**src/rtl/instr_encoder.sv**
```systemverilog
// Instruction encoder: packs register/immediate fields into 32-bit MIPS-style words
// and queues them, with a bound byte address, in a 2-entry output FIFO.
module instr_encoder (
  input  logic        clk_i,
  input  logic        rst_i,
  input  logic        valid_i,
  output logic        ready_o,
  input  logic [2:0]  kind_i,
  input  logic [4:0]  rs_i,
  input  logic [4:0]  rt_i,
  input  logic [4:0]  rd_i,
  input  logic [5:0]  funct_i,
  input  logic [15:0] imm_i,
  output logic        valid_o,
  input  logic        ready_i,
  output logic [31:0] instr_o,
  output logic [9:0]  addr_o,
  output logic [7:0]  count_o,
  output logic        err_o
);

  typedef enum logic [1:0] {EMPTY, ONE, FULL} state_t;

  typedef struct packed {
    logic [31:0] instr;
    logic [9:0]  addr;
  } word_t;

  state_t      state_q, state_d;
  word_t       head_q, tail_q, new_word;
  logic [9:0]  waddr_q;
  logic [7:0]  count_q;
  logic        err_q;
  logic [31:0] enc;
  logic        legal, accept, push, pop;

  always_comb begin
    // NOTE: every combinational output gets a default first, so no path leaves it unassigned (no latch).
    enc   = '0;
    legal = 1'b1;
    case (kind_i)
      3'd0:    enc = {6'b000000, rs_i, rt_i, rd_i, 5'b00000, funct_i};
      3'd1:    enc = {6'b001101, rs_i, rt_i, imm_i};
      3'd2:    enc = {6'b001000, rs_i, rt_i, imm_i};
      3'd3:    enc = {6'b100011, rs_i, rt_i, imm_i};
      3'd4:    enc = {6'b101011, rs_i, rt_i, imm_i};
      3'd5:    enc = {6'b000100, rs_i, rt_i, imm_i};
      default: legal = 1'b0;
    endcase
  end

  assign new_word = '{instr: enc, addr: waddr_q};

  always_comb begin
    state_d = state_q;
    ready_o = (state_q != FULL);
    valid_o = (state_q != EMPTY);
    accept  = valid_i & ready_o;
    push    = accept & legal;
    pop     = valid_o & ready_i;
    case (state_q)
      EMPTY: if (push) state_d = ONE;
      ONE: begin
        if (push && !pop)      state_d = FULL;
        else if (pop && !push) state_d = EMPTY;
      end
      FULL:    if (pop) state_d = ONE;
      default: state_d = EMPTY;
    endcase
  end

  // NOTE: sequential state uses non-blocking assignments so every register samples pre-edge values.
  always_ff @(posedge clk_i) begin
    if (rst_i) state_q <= EMPTY;
    else       state_q <= state_d;
  end

  // NOTE: the word storage is deliberately not reset; the state register alone marks it valid.
  always_ff @(posedge clk_i) begin
    case (state_q)
      EMPTY: if (push) head_q <= new_word;
      ONE: begin
        if (push && pop) head_q <= new_word;
        else if (push)   tail_q <= new_word;
      end
      FULL:    if (pop) head_q <= tail_q;
      default: ;
    endcase
  end

  always_ff @(posedge clk_i) begin
    if (rst_i) begin
      waddr_q <= '0;
      count_q <= '0;
      err_q   <= 1'b0;
    end else begin
      if (push) begin
        waddr_q <= waddr_q + 10'd4;
        if (count_q != 8'hFF) count_q <= count_q + 8'd1;
      end
      if (accept && !legal) err_q <= 1'b1;
    end
  end

  assign instr_o = head_q.instr;
  assign addr_o  = head_q.addr;
  assign count_o = count_q;
  assign err_o   = err_q;

endmodule

```
**config.mk**
```make
export PLATFORM = sky130hd
export DESIGN_NAME = instr_encoder
export DESIGN_NICKNAME = d
export VERILOG_FILES = /design/src/rtl/instr_encoder.sv
export SDC_FILE = /design/constraint.sdc
export NUM_CORES = 1
export LEC_CHECK = 0
export CAP_MARGIN = 20
export CORE_MARGIN = 2
export CORE_UTILIZATION = 50
export DETAILED_ROUTE_END_ITERATION = 16
export GPL_ROUTABILITY_DRIVEN = 0
export GPL_TIMING_DRIVEN = 0
export PLACE_DENSITY_LB_ADDON = 0.12
export REMOVE_ABC_BUFFERS = 1
export SYNTH_ARGS = -nofsm -noshare
export SYNTH_HDL_FRONTEND = slang
export SYNTH_SLANG_ARGS = --single-unit
export TNS_END_PERCENT = 1
```
**constraint.sdc**
```tcl
create_clock -name clk_i -period 4.9 [get_ports clk_i]
set_input_delay 0.49 -clock clk_i [delete_from_list [all_inputs] [get_ports clk_i]]
set_output_delay 0.49 -clock clk_i [all_outputs]
set_load 0.05 [all_outputs]
```
# ---- Word level (Yosys, flattened, before mapping)
# Index checks and enable logic that the tools add are counted.
dict set report word_totals {
  register_bits 105
  elab_cells 54
  out_inout_bits 53
}
dict set report op_classes {
  n_eq_ne 13
  n_mux 11
  bitwise 4
  reduce_logical 16
  add_sub_neg 2
}
# operator count
set op_table {}
lappend op_table {{$pmux W32 S6} 1}
lappend op_table {{$mux W42} 3}
lappend op_table {{$pmux W42 S3} 1}
lappend op_table {{$add A10 B3 Y10 const B} 1}
lappend op_table {{$add A8 B1 Y8 const B} 1}
lappend op_table {{$mux W2} 4}
lappend op_table {{$ne A2 B2 Y1 const B} 4}
lappend op_table {{$ne A8 B8 Y1 const B} 1}
lappend op_table {{$eq A3 B2 Y1 const B} 2}
lappend op_table {{$eq A3 B3 Y1 const B} 2}
lappend op_table {{$pmux W2 S3} 1}
lappend op_table {{$reduce_and A3 Y1} 2}
lappend op_table {{$reduce_or A6 Y1} 1}
lappend op_table {{$logic_and A1 B1 Y1} 4}
lappend op_table {{$reduce_and A4 Y1} 1}
lappend op_table {{$and A1 B1 Y1} 3}
lappend op_table {{$eq A3 B1 Y1 const B} 1}
lappend op_table {{$logic_not A1 Y1} 3}
lappend op_table {{$logic_not A3 Y1} 1}
lappend op_table {{$ne A3 B3 Y1 const B} 1}
lappend op_table {{$reduce_bool A3 Y1} 1}
lappend op_table {{$eq A2 B1 Y1 const B} 1}
lappend op_table {{$eq A2 B2 Y1 const B} 1}
lappend op_table {{$logic_not A2 Y1} 1}
lappend op_table {{other kinds (4)} 4}

# ---- Depth between registers and ports, before layout
# Gate-level depths: netlist of run 1.
dict set report depth {
  depth_word 9
  mapped_depth 9
}

# ---- Worst setup path after synthesis of run 1
# Ideal clock, no wire load.
dict set report synth_path {
  path_kind {input -> register}
  start {in valid_i}
  end {reg head_q, in the netlist addr_o[2] (enable)}
  slack_ps 726
  n_path_buf 0
  setup_ps 490
  cell_stages 2
  arrival_ps 3683
  cell_sequence {a21bo_1 > o31ai_1}
}
dict set report synth_via {
  elab_chain_len 5
  word_cells_on_any_way 6
  classes_between {2 x eq/ne; 2 x bitwise; 2 x reduce/logical}
}
# element line
set synth_rtl {}
lappend synth_rtl {{from (decl)} 6} ;# input logic valid_i,
lappend synth_rtl {{$and A1 B1 Y1 *} 58} ;# accept = valid_i & ready_o;
lappend synth_rtl {{$and A1 B1 Y1 *} 59} ;# push = accept & legal;
lappend synth_rtl {{$logic_and A1 B1 Y1} 83} ;# if (push && pop) head_q <= new_word;
lappend synth_rtl {{$ne A2 B2 Y1 (no line)} --}
lappend synth_rtl {{$reduce_and A4 Y1 (no line) *} --}
lappend synth_rtl {{to (signal assigned)} 81} ;# EMPTY: if (push) head_q <= new_word;
lappend synth_rtl {{to (signal assigned)} 83}
lappend synth_rtl {{to (signal assigned)} 86} ;# FULL: if (pop) head_q <= tail_q;
lappend synth_rtl {{to (decl)} 30} ;# word_t head_q, tail_q, new_word;
# Mark *: on every way between the ends. The rest lies on a longest branch, timed or not.
# A chain may end at the register's enable or synchronous reset.

# ---- Worst setup path after layout of run 1
dict set report layout_path {
  start {reg state_q[1]}
  end {out ready_o}
}
dict set report layout_via {
  elab_chain_len 1
}
# element line
set layout_rtl {}
lappend layout_rtl {{from (decl)} 29} ;# state_t state_q, state_d;
lappend layout_rtl {{from (signal assigned)} 75} ;# else state_q <= state_d;
lappend layout_rtl {{$ne A2 B2 Y1} 56} ;# ready_o = (state_q != FULL);
lappend layout_rtl {{to (decl)} 7} ;# output logic ready_o,
# No other way between the ends.

==> summary.txt, run 1 <==
Logic synthesis
  • Synthesis Warnings: 0
  • Mapped Area: 0.00414 sq mm
  • Share of the yosys chip area belonging to registers: 64.3%
  • Average size of a mapped cell: 13.3 sq um
  • Synth Flop Type: edfxtp_1
  • Number of synthesized flops with an enable pin: 76
  • Synth async-reset ratio: 0%
  • Post-synth top cells: edfxtp_1, nand2_1, mux2_2
  • Post-Syn Instances: 312
  • Most common cell in the netlist: edfxtp_1
  • Post-synth top area cell: edfxtp_1
  • Top cell type's share of synthesized area: 55.1%
  • Top cells by area, synth: edfxtp_1, dfxtp_1, mux2_2
  • FF+latch count, synth: 95
  • Unique masters post-synth: 47

Drt
  • Drt first pass iters: 4
  • Initial DRC count: 128
  • DRC violations left: 0
  • Post-Route WL: 8090 um
  • Final ANT Viol Nets: 0
  • Vias: 2709
  • Vias per Instance: 5.29
  • WL per Instance: 15.8 um

Placed design
  • Placed cell areas: 0.00517 sq mm
  • Pre-CTS setup slack: 1550 ps
  • Port Buffers: 93
  • Inst Count DP: 496
  • Post-detail-place hpwl: 5320 um

Outcome
  • Run status: complete, no violations

Timing
  • Setup total negative slack: 0 ps
  • FMAX: 305 MHz
  • Clock Skew: 9.67 ps
  • Period utilization: 66.9%
  • Unrepaired setup endpoints after global routing: no
  • Final WS setup: 1620 ps
  • Worst hold slack: 493 ps
  • Relative slew slack: 35.2%
  • Final setup fails: 0
  • Final Hold Viols: 0
  • Final Critical Period: 3280 ps
  • Worst Tran Pin Value: 970 ps
  • Pins Over Slew Limit: 0

Critical path
  • Worst reg2reg endpoint: count_o[1]
  • CP endpoint: ready_o
  • Worst setup path startpoint: state_q[1]
  • Crit Path Max Fanout: 47
  • CP cell instances: nor2b_4 > inv_2 > clkdlybuf4s50_1
  • Crit-path slowest cell: clkdlybuf4s50_1
  • CP peak stage delay: 850 ps
  • Req. time, crit path: 4410 ps
  • Worst setup path class: reg -> out
  • Setup crit start kind: flip-flop
  • Reg2Reg Depth: 5
  • Worst reg2reg startpoint: state_q[1]
  • R2r setup slk: 2570 ps
  • WP data arrival: 2790 ps
  • Crit. End Element: output pin

CTS
  • Root Buffer: clkbuf_8
  • Hold-fix buffers at CTS: 0
  • Htree depth: 3
  • CTS sink cnt: 95
  • Clock latency on the worst-skew pair: 360 ps
  • Clock-pin slew on the worst setup and hold paths: 90 ps
  • Post-cts sizing count: 0
  • Setup Fix Bufs, Post-CTS: 0
  • Bufs on Longest Clock Path: 2
  • CTS tree: built
  • CTS Buf Count: 9

GRT
  • Antenna violations before repair: 0
  • First-pass GRT wire length: 12800 um
  • Largest net degree at the start of global routing: 48
  • GRT overflow: 0
  • Vias in the first global route: 2557
  • GRT Total Usage: 19.0%

Pwr
  • Clk pwr share: 32.0%
  • Peak supply drop: 0.172 mV
  • Comb power frac: 16.7%
  • Psw: 484 uW
  • PD cells: 336 mW/mm^2
  • Design Power: 1.81 mW
  • Power Internal: 1.33 mW
  • Lkg Pwr: 1.92 nW
  • Net Sw Frac: 26.7%
  • Flop pwr share: 51.3%

Floorplanning
  • Ports: 97
  • Die height: 95.0 um
  • DIE AREA: 0.00903 sq mm
  • Die X: 95.0 um
  • Core area: 0.00813 sq mm
  • Initial Util: 50.9%
  • Row count: 33

Layout
  • Fill cell count: 607
  • Design Area, Final: 0.00540 sq mm
  • Layout cells sized above 1: 14.5%
  • Ant diodes: 0
  • Finished Core Util: 66.4%
  • Nets: 448
  • Area growth, synth to finish: 30.4%
  • Layout Cells excl Fill: 512

Flow run
  • Max-cap viol count: 0

Min path
  • Min-delay worst type: reg -> reg
  • Hold_sp: err_o
state kept, by name (all words and copies together) (netlist names):
register / flops
tail_q: 38
instr_o: 30
addr_o: 8
count_o: 8
waddr_q: 8
state_q: 2
err_o: 1
worst min-delay path by stage:
stage                 to  slack [ps]  cells after the start
3_3_place_gp       err_o         460                      2
5_1_grt            err_o         520                      2
3_5_place_dp       err_o         470                      2
6_report           err_o         490                      2
4_1_cts            err_o         500                      2
2_1_floorplan  tail_q[9]         450                      0
cell type report:
class	count	area, sq um	share of cell area, %
inverters	6	22.5	0.417
repair buffers	98	995	18.4
well taps	105	131	2.43
multi-input cells	192	1360	25.2
clock buffers	9	124	2.29
clock inverters	7	104	1.92
flip-flops and latches	95	2660	49.3
routing by layer:
layer / global-route usage (%) / wire (um) / part of all wire, % / up-vias
met2: 30.1 / 3970 / 49 / 73
met3: 3.24 / 367 / 4.5 / 6
met4: 9.54 / 91 / 1.1 / 0
met5: 0 / 0 / 0 / -
met1: 25.5 / 3660 / 45 / 1308
li1: - / - / - / 1322
worst max-delay path, delay by kind of cell (launching register included):
kind,cells,cell delay [ps]
and+or+nand+nor,1,520
DFF,1,530
buffers and inverters,2,1360
cells in the final DEF (no fill, tap or decap), types with 4 or more instances in the layout:
| master | n |
|---|---|
| nand3_1 | 4 |
| xor2_1 | 5 |
| o21ai_0 | 4 |
| a22oi_1 | 11 |
| mux2i_1 | 5 |
| a21oi_1 | 4 |
| edfxtp_1 | 76 |
| nand2_1 | 38 |
| nand4_1 | 8 |
| dfxtp_1 | 19 |
| clkdlybuf4s50_1 | 93 |
| and2_1 | 16 |
| clkbuf_8 | 9 |
| nor2_1 | 20 |
| inv_1 | 5 |
| mux2_2 | 29 |
| o2bb2ai_1 | 11 |
power groups by stage:
stage	registers, mW	logic, mW	clock network (mW)
CTS	0.931	0.304	0.591
global placement	0.953	0.291	0
detailed placement	0.949	0.303	0
global route	0.933	0.321	0.629
floorplan	1.05	0.0815	0
finish	0.930	0.302	0.580
cell families after synthesis:
kind of cell | after synthesis | share of synthesized area, %
XOR/XNOR | 8 | 1.69
flip-flops | 95 | 64.3
other | 1 | 0.0905
AO/OA/AOI/OAI | 44 | 8.37
buffers and inverters | 27 | 3.50
AND/OR/NAND/NOR | 101 | 12.4
adder cells (fa/ha/maj) | 2 | 0.604
multiplexers | 34 | 9.09
Note: power is estimated with default switching activity, not from simulation.
==> inputs of run 2 (changes only) <==
==> constraint.sdc (replaced) <==
create_clock -name clk_i -period 3.1 [get_ports clk_i]
set_input_delay 0.31 -clock clk_i [delete_from_list [all_inputs] [get_ports clk_i]]
set_output_delay 0.31 -clock clk_i [all_outputs]
set_load 0.05 [all_outputs]
==> summary.txt, run 2 (synthesis results as in run 1) <==
GRT
  • GRT overflow: 0 (unchanged)
  • First-pass GRT wire length: 12900 um (+0.16%)
  • Vias in the first global route: 2543 (-0.55%)
  • Largest net degree at the start of global routing: 48 (unchanged)
  • GRT Total Usage: 19.0% (about the same)
  • Antenna violations before repair: 0 (unchanged)

Timing
  • Final Hold Viols: 0 (unchanged)
  • Clock Skew: 9.34 ps (-0.331 ps)
  • Pins Over Slew Limit: 0 (unchanged)
  • Period utilization: 93.0%
  • Unrepaired setup endpoints after global routing: no
  • Final setup fails: 0 (unchanged)
  • FMAX: 347 MHz
  • Worst Tran Pin Value: 936 ps (-33.7 ps)
  • Relative slew slack: 37.3% (+2.1 points)
  • Worst hold slack: 493 ps (-0.253 ps)
  • Final Critical Period: 2880 ps
  • Setup total negative slack: 0 ps (unchanged)

Critical path
  • Setup crit start kind: flip-flop
  • Reg2Reg Depth: 3 (-2)
  • Crit. End Element: output pin
  • Worst setup path class: reg -> out
  • R2r setup slk: 940 ps (-1630 ps)
  • Crit Path Max Fanout: 47 (unchanged)
  • Req. time, crit path: 2790 ps (-1620 ps)
  • WP data arrival: 2570 ps (-220 ps)

Placed design
  • Post-detail-place hpwl: 5320 um (unchanged)
  • Port Buffers: 93 (unchanged)

Outcome
  • Run status: complete, no violations

CTS
  • Bufs on Longest Clock Path: 2 (unchanged)
  • Hold-fix buffers at CTS: 0 (unchanged)
  • CTS tree: built
  • Clock latency on the worst-skew pair: 360 ps (about the same)
  • CTS sink cnt: 95 (unchanged)
  • Setup Fix Bufs, Post-CTS: 0 (unchanged)
  • Root Buffer: clkbuf_8
  • Htree depth: 3 (unchanged)
  • Clock-pin slew on the worst setup and hold paths: 80 ps (about the same)
  • CTS Buf Count: 9 (unchanged)

Floorplanning
  • Ports: 97 (unchanged)
  • Die height: 95.0 um (unchanged)
  • Core area: 0.00813 sq mm (unchanged)
  • Die X: 95.0 um (unchanged)
  • Initial Util: 50.9% (unchanged)
  • DIE AREA: 0.00903 sq mm (unchanged)
  • Row count: 33 (unchanged)

Min path
  • Min-Delay Path Depth: 2 (unchanged)
  • Min-delay worst type: reg -> reg

Layout
  • Most frequent cells in the layout: clkdlybuf4s50_1, edfxtp_1, nand2_1
  • Max FFs per register: 38 (unchanged)
  • Most flop-heavy register: tail_q
  • Nets: 448 (unchanged)
  • Area growth, synth to finish: 30.4% (about the same)
  • Layout cells sized above 1: 14.5% (unchanged)
  • Finished Core Util: 66.4% (about the same)
  • Ant diodes: 0 (unchanged)
  • Most common cell after layout, fill and taps aside: clkdlybuf4s50_1

Pwr
  • Comb power frac: 16.7% (about the same)
  • Psw: 761 uW (+57%)
  • Power Internal: 2.10 mW (+58%)
  • PD cells: 530 mW/mm^2 (+58%)
  • Flop pwr share: 51.4% (about the same)
  • Net Sw Frac: 26.6% (-0.079 points)
  • Design Power: 2.86 mW (+58%)
  • Lkg Pwr: 1.92 nW (+0.19%)
  • Clk pwr share: 31.9% (about the same)
  • Peak supply drop: 0.270 mV (+57%)

Drt
  • Final ANT Viol Nets: 0 (unchanged)
  • Drt first pass iters: 4 (unchanged)
  • Post-Route WL: 8010 um (-1.1%)
  • WL per Instance: 15.6 um (-1.1%)
  • DRC violations left: 0 (unchanged)
  • Vias: 2697 (-0.44%)
  • Vias per Instance: 5.27 (-0.44%)
  • Initial DRC count: 141 (+10%)

Flow run
  • Max-cap viol count: 0 (unchanged)
## run 2: worst max-delay path, stage by stage, from the launching register on
cell and delay [ps]:
dfxtp_1 530, nor2b_4 530, inv_4 340, clkdlybuf4s50_1 790
## run 2: power groups by stage
stage	Combinational [mW]	Clock (mW)	Sequential, mW
after global placement	0.459	0	1.51
after global routing	0.507	0.996	1.47
after detailed placement	0.479	0	1.50
final	0.477	0.914	1.47
after CTS	0.481	0.934	1.47
after floorplan	0.129	0	1.65
## run 2: area by class of cell
class / count / area (sq um)
inverters: 6 / 25.0
well taps: 105 / 131
repair buffers: 98 / 995
clock buffers: 9 / 124
flip-flops and latches: 95 / 2660
clock inverters: 7 / 104
fillers: 607 / 2730
multi-input cells: 192 / 1360
## run 2: metrics by stage
| stage | std cells | area (sq um) | worst slack [ps] |
|---|---|---|---|
| 2_1_floorplan | 293 | 4030 | -894 |
| 3_3_place_gp | 491 | 5090 | -3660 |
| 5_1_grt | 512 | 5400 | 40.9 |
| 4_1_cts | 512 | 5400 | 181 |
| 6_report | 512 | 5400 | 217 |
| 3_5_place_dp | 496 | 5170 | -66.4 |
## run 2: final timing paths
path,end,from
worst min-delay path,err_o,err_o
worst min register to register,err_o,err_o
worst max-delay path,ready_o,state_q[1]
worst max register to register,tail_q[22],state_q[0]
## run 2: timing repair
action,CTS,global route
resized for setup,1,0
endpoints found under the setup margin,1,0
hold endpoints to repair,0,0
## run 2: per-layer routing
layer	part of all wire, %	track usage (%)
met2	48	29.9
met4	1.8	9.54
met5	0	0
met1	45	25.6
met3	4.7	3.24
==> inputs of run 3 (changes only) <==
--- a/config.mk
+++ b/config.mk
@@ -6,8 +6,10 @@
 export NUM_CORES = 1
 export LEC_CHECK = 0
 export CAP_MARGIN = 20
+export CELL_PAD_IN_SITES_DETAIL_PLACEMENT = 2
+export CELL_PAD_IN_SITES_GLOBAL_PLACEMENT = 2
 export CORE_MARGIN = 2
-export CORE_UTILIZATION = 50
+export CORE_UTILIZATION = 33
 export DETAILED_ROUTE_END_ITERATION = 16
 export GPL_ROUTABILITY_DRIVEN = 0
 export GPL_TIMING_DRIVEN = 0
@@ -16,4 +18,3 @@
 export SYNTH_ARGS = -nofsm -noshare
 export SYNTH_HDL_FRONTEND = slang
 export SYNTH_SLANG_ARGS = --single-unit
-export TNS_END_PERCENT = 1
==> summary.txt, run 3 (synthesis results as in run 1) <==
Layout
  • Ant diodes: 0 (unchanged)
  • Max FFs per register: 38 (unchanged)
  • Most flop-heavy register: tail_q
  • Area growth, synth to finish: 35.1%
  • Fill cell count: 1246 (+110%)
  • Most frequent cells in the layout: clkdlybuf4s50_1, edfxtp_1, nand2_1
  • Most common cell after layout, fill and taps aside: clkdlybuf4s50_1
  • Layout cells sized above 1: 14.7% (+0.21 points)
  • Nets: 449 (+0.22%)
  • Design Area, Final: 0.00560 sq mm (+3.6%)

Timing
  • Clock Skew: 6.99 ps (-2.35 ps)
  • Relative slew slack: 35.2% (-2.1 points)
  • Unrepaired setup endpoints after global routing: no
  • Worst Tran Pin Value: 969 ps (+32.5 ps)
  • Final Hold Viols: 0 (unchanged)
  • Period utilization: 94.1% (+1.1 points)
  • Final Critical Period: 2920 ps (+34.3 ps)
  • FMAX: 343 MHz (-1.2%)
  • Pins Over Slew Limit: 0 (unchanged)
  • Final setup fails: 0 (unchanged)

Critical path
  • R2r setup slk: 940 ps (about the same)
  • CP cell instances: nor2b_4 > inv_4 > clkdlybuf4s50_1
  • CP peak stage delay: 800 ps (about the same)
  • Reg2Reg Depth: 5 (+2)
  • Req. time, crit path: 2790 ps (about the same)
  • Worst reg2reg startpoint: state_q[1]
  • Setup crit start kind: flip-flop
  • Worst reg2reg endpoint: count_o[1]
  • WP data arrival: 2610 ps (+40 ps)
  • Crit Path Max Fanout: 47 (unchanged)
  • Worst setup path class: reg -> out
  • Crit. End Element: output pin
  • Crit-path slowest cell: clkdlybuf4s50_1

Drt
  • Vias: 2806 (+4.0%)
  • Vias per Instance: 4.87 (-7.5%)
  • Initial DRC count: 152 (+7.8%)
  • WL per Instance: 17.7 um (+13%)
  • Final ANT Viol Nets: 0 (unchanged)
  • Post-Route WL: 10200 um (+27%)
  • DRC violations left: 0 (unchanged)
  • Drt first pass iters: 4 (unchanged)

Flow run
  • Max-cap viol count: 0 (unchanged)

Min path
  • WHS Endpoint: tail_q[9]
  • Min-delay worst type: reg -> reg
  • Hold_sp: waddr_q[9]
  • Min-Delay Path Depth: 0 (-2)

Floorplanning
  • Initial Util: 34.2% (-17 points)
  • Core area: 0.0121 sq mm (+49%)
  • DIE AREA: 0.0135 sq mm (+49%)
  • Row count: 40 (+21%)
  • Die X: 116 um (+22%)
  • Ports: 97 (unchanged)
  • Die height: 116 um (+22%)

CTS
  • CTS tree: built
  • CTS sink cnt: 95 (unchanged)
  • CTS Buf Count: 9 (unchanged)
  • Clock latency on the worst-skew pair: 350 ps (about the same)
  • Clock-pin slew on the worst setup and hold paths: 70 ps (about the same)
  • Htree depth: 3 (unchanged)
  • Bufs on Longest Clock Path: 2 (unchanged)
  • Setup Fix Bufs, Post-CTS: 0 (unchanged)
  • Root Buffer: clkbuf_16
  • Post-cts sizing count: 1 (unchanged)
  • Hold-fix buffers at CTS: 0 (unchanged)

GRT
  • Antenna violations before repair: 0 (unchanged)
  • GRT overflow: 0 (unchanged)
  • First-pass GRT wire length: 16400 um (+27%)
  • Vias in the first global route: 2961 (+16%)
  • GRT Total Usage: 16.3% (-2.8 points)
  • Largest net degree at the start of global routing: 48 (unchanged)

Pwr
  • Peak supply drop: 0.342 mV (+27%)
  • Design Power: 3.16 mW (+10%)
  • Lkg Pwr: 1.98 nW (+3.0%)
  • PD cells: 565 mW/mm^2 (+6.6%)

Placed design
  • Port Buffers: 93 (unchanged)
  • Placed cell areas: 0.00527 sq mm (+2.0%)
  • Post-detail-place hpwl: 6840 um (+29%)

Outcome
  • Run status: complete, no violations
-- run 3: cell types whose count changed in the layout (fill, tap and decap cells not counted), sizes merged --
cell	delta
clkinv	+3
inv	-2
clkinvlp	-1
buf	+1
-- run 3: where the power goes --
group | internal, mW | total (mW) | switching (mW)
clock | 0.708 | 1.20 | 0.489
sequential | 1.45 | 1.47 | 0.0236
combinational | 0.192 | 0.492 | 0.300
total | 2.35 | 3.16 | 0.813
-- run 3: metal layers --
layer | vias to the layer above | GRT usage, % | wire [um]
met5 | - | 0 | 0
met4 | 0 | 4.29 | 120
met3 | 9 | 4.86 | 389
met2 | 58 | 27.6 | 5140
met1 | 1406 | 20.3 | 4560
li1 | 1333 | - | -
-- run 3: critical path, delay by kind of cell (launching register included) --
family	cells	cell delay, ps
simple gates	1	550
flops	1	520
buf+inv	2	1170
-- run 3: cell type report --
cell class / count / area [sq um] / share of cell area (%)
Sequential cell: 95 / 2660 / 47.6
Multi-Input combinational cell: 192 / 1360 / 24.3
Timing Repair Buffer: 99 / 1020 / 18.2
Clock buffer: 9 / 225 / 4.02
Tap cell: 168 / 210 / 3.76
Clock inverter: 7 / 95.1 / 1.70
Inverter: 6 / 25.0 / 0.447
-- run 3: worst max-delay path by stage --
stage               startpoint          end  slack [ps]
global route        state_q[1]      ready_o           2
CTS                 state_q[1]      ready_o         130
detailed placement   kind_i[1]   instr_o[8]        -110
finish              state_q[1]      ready_o         180
global placement     kind_i[1]  instr_o[21]       -3940
floorplan              valid_i    addr_o[2]        -890
-- run 3: stage by stage --
stage / setup TNS, ps / cells / hold WS, ps / util [%] / worst slack (ps)
after floorplan: -66220 / 293 / 379 / - / -894
after global placement: -297250 / 554 / 454 / 42.7 / -3940
after detailed placement: -2480 / 560 / 488 / 43.5 / -106
after CTS: 0 / 576 / 504 / 46.2 / 127
after global routing: 0 / 576 / 524 / 46.2 / 2.37
final: 0 / 576 / 492 / 46.2 / 183
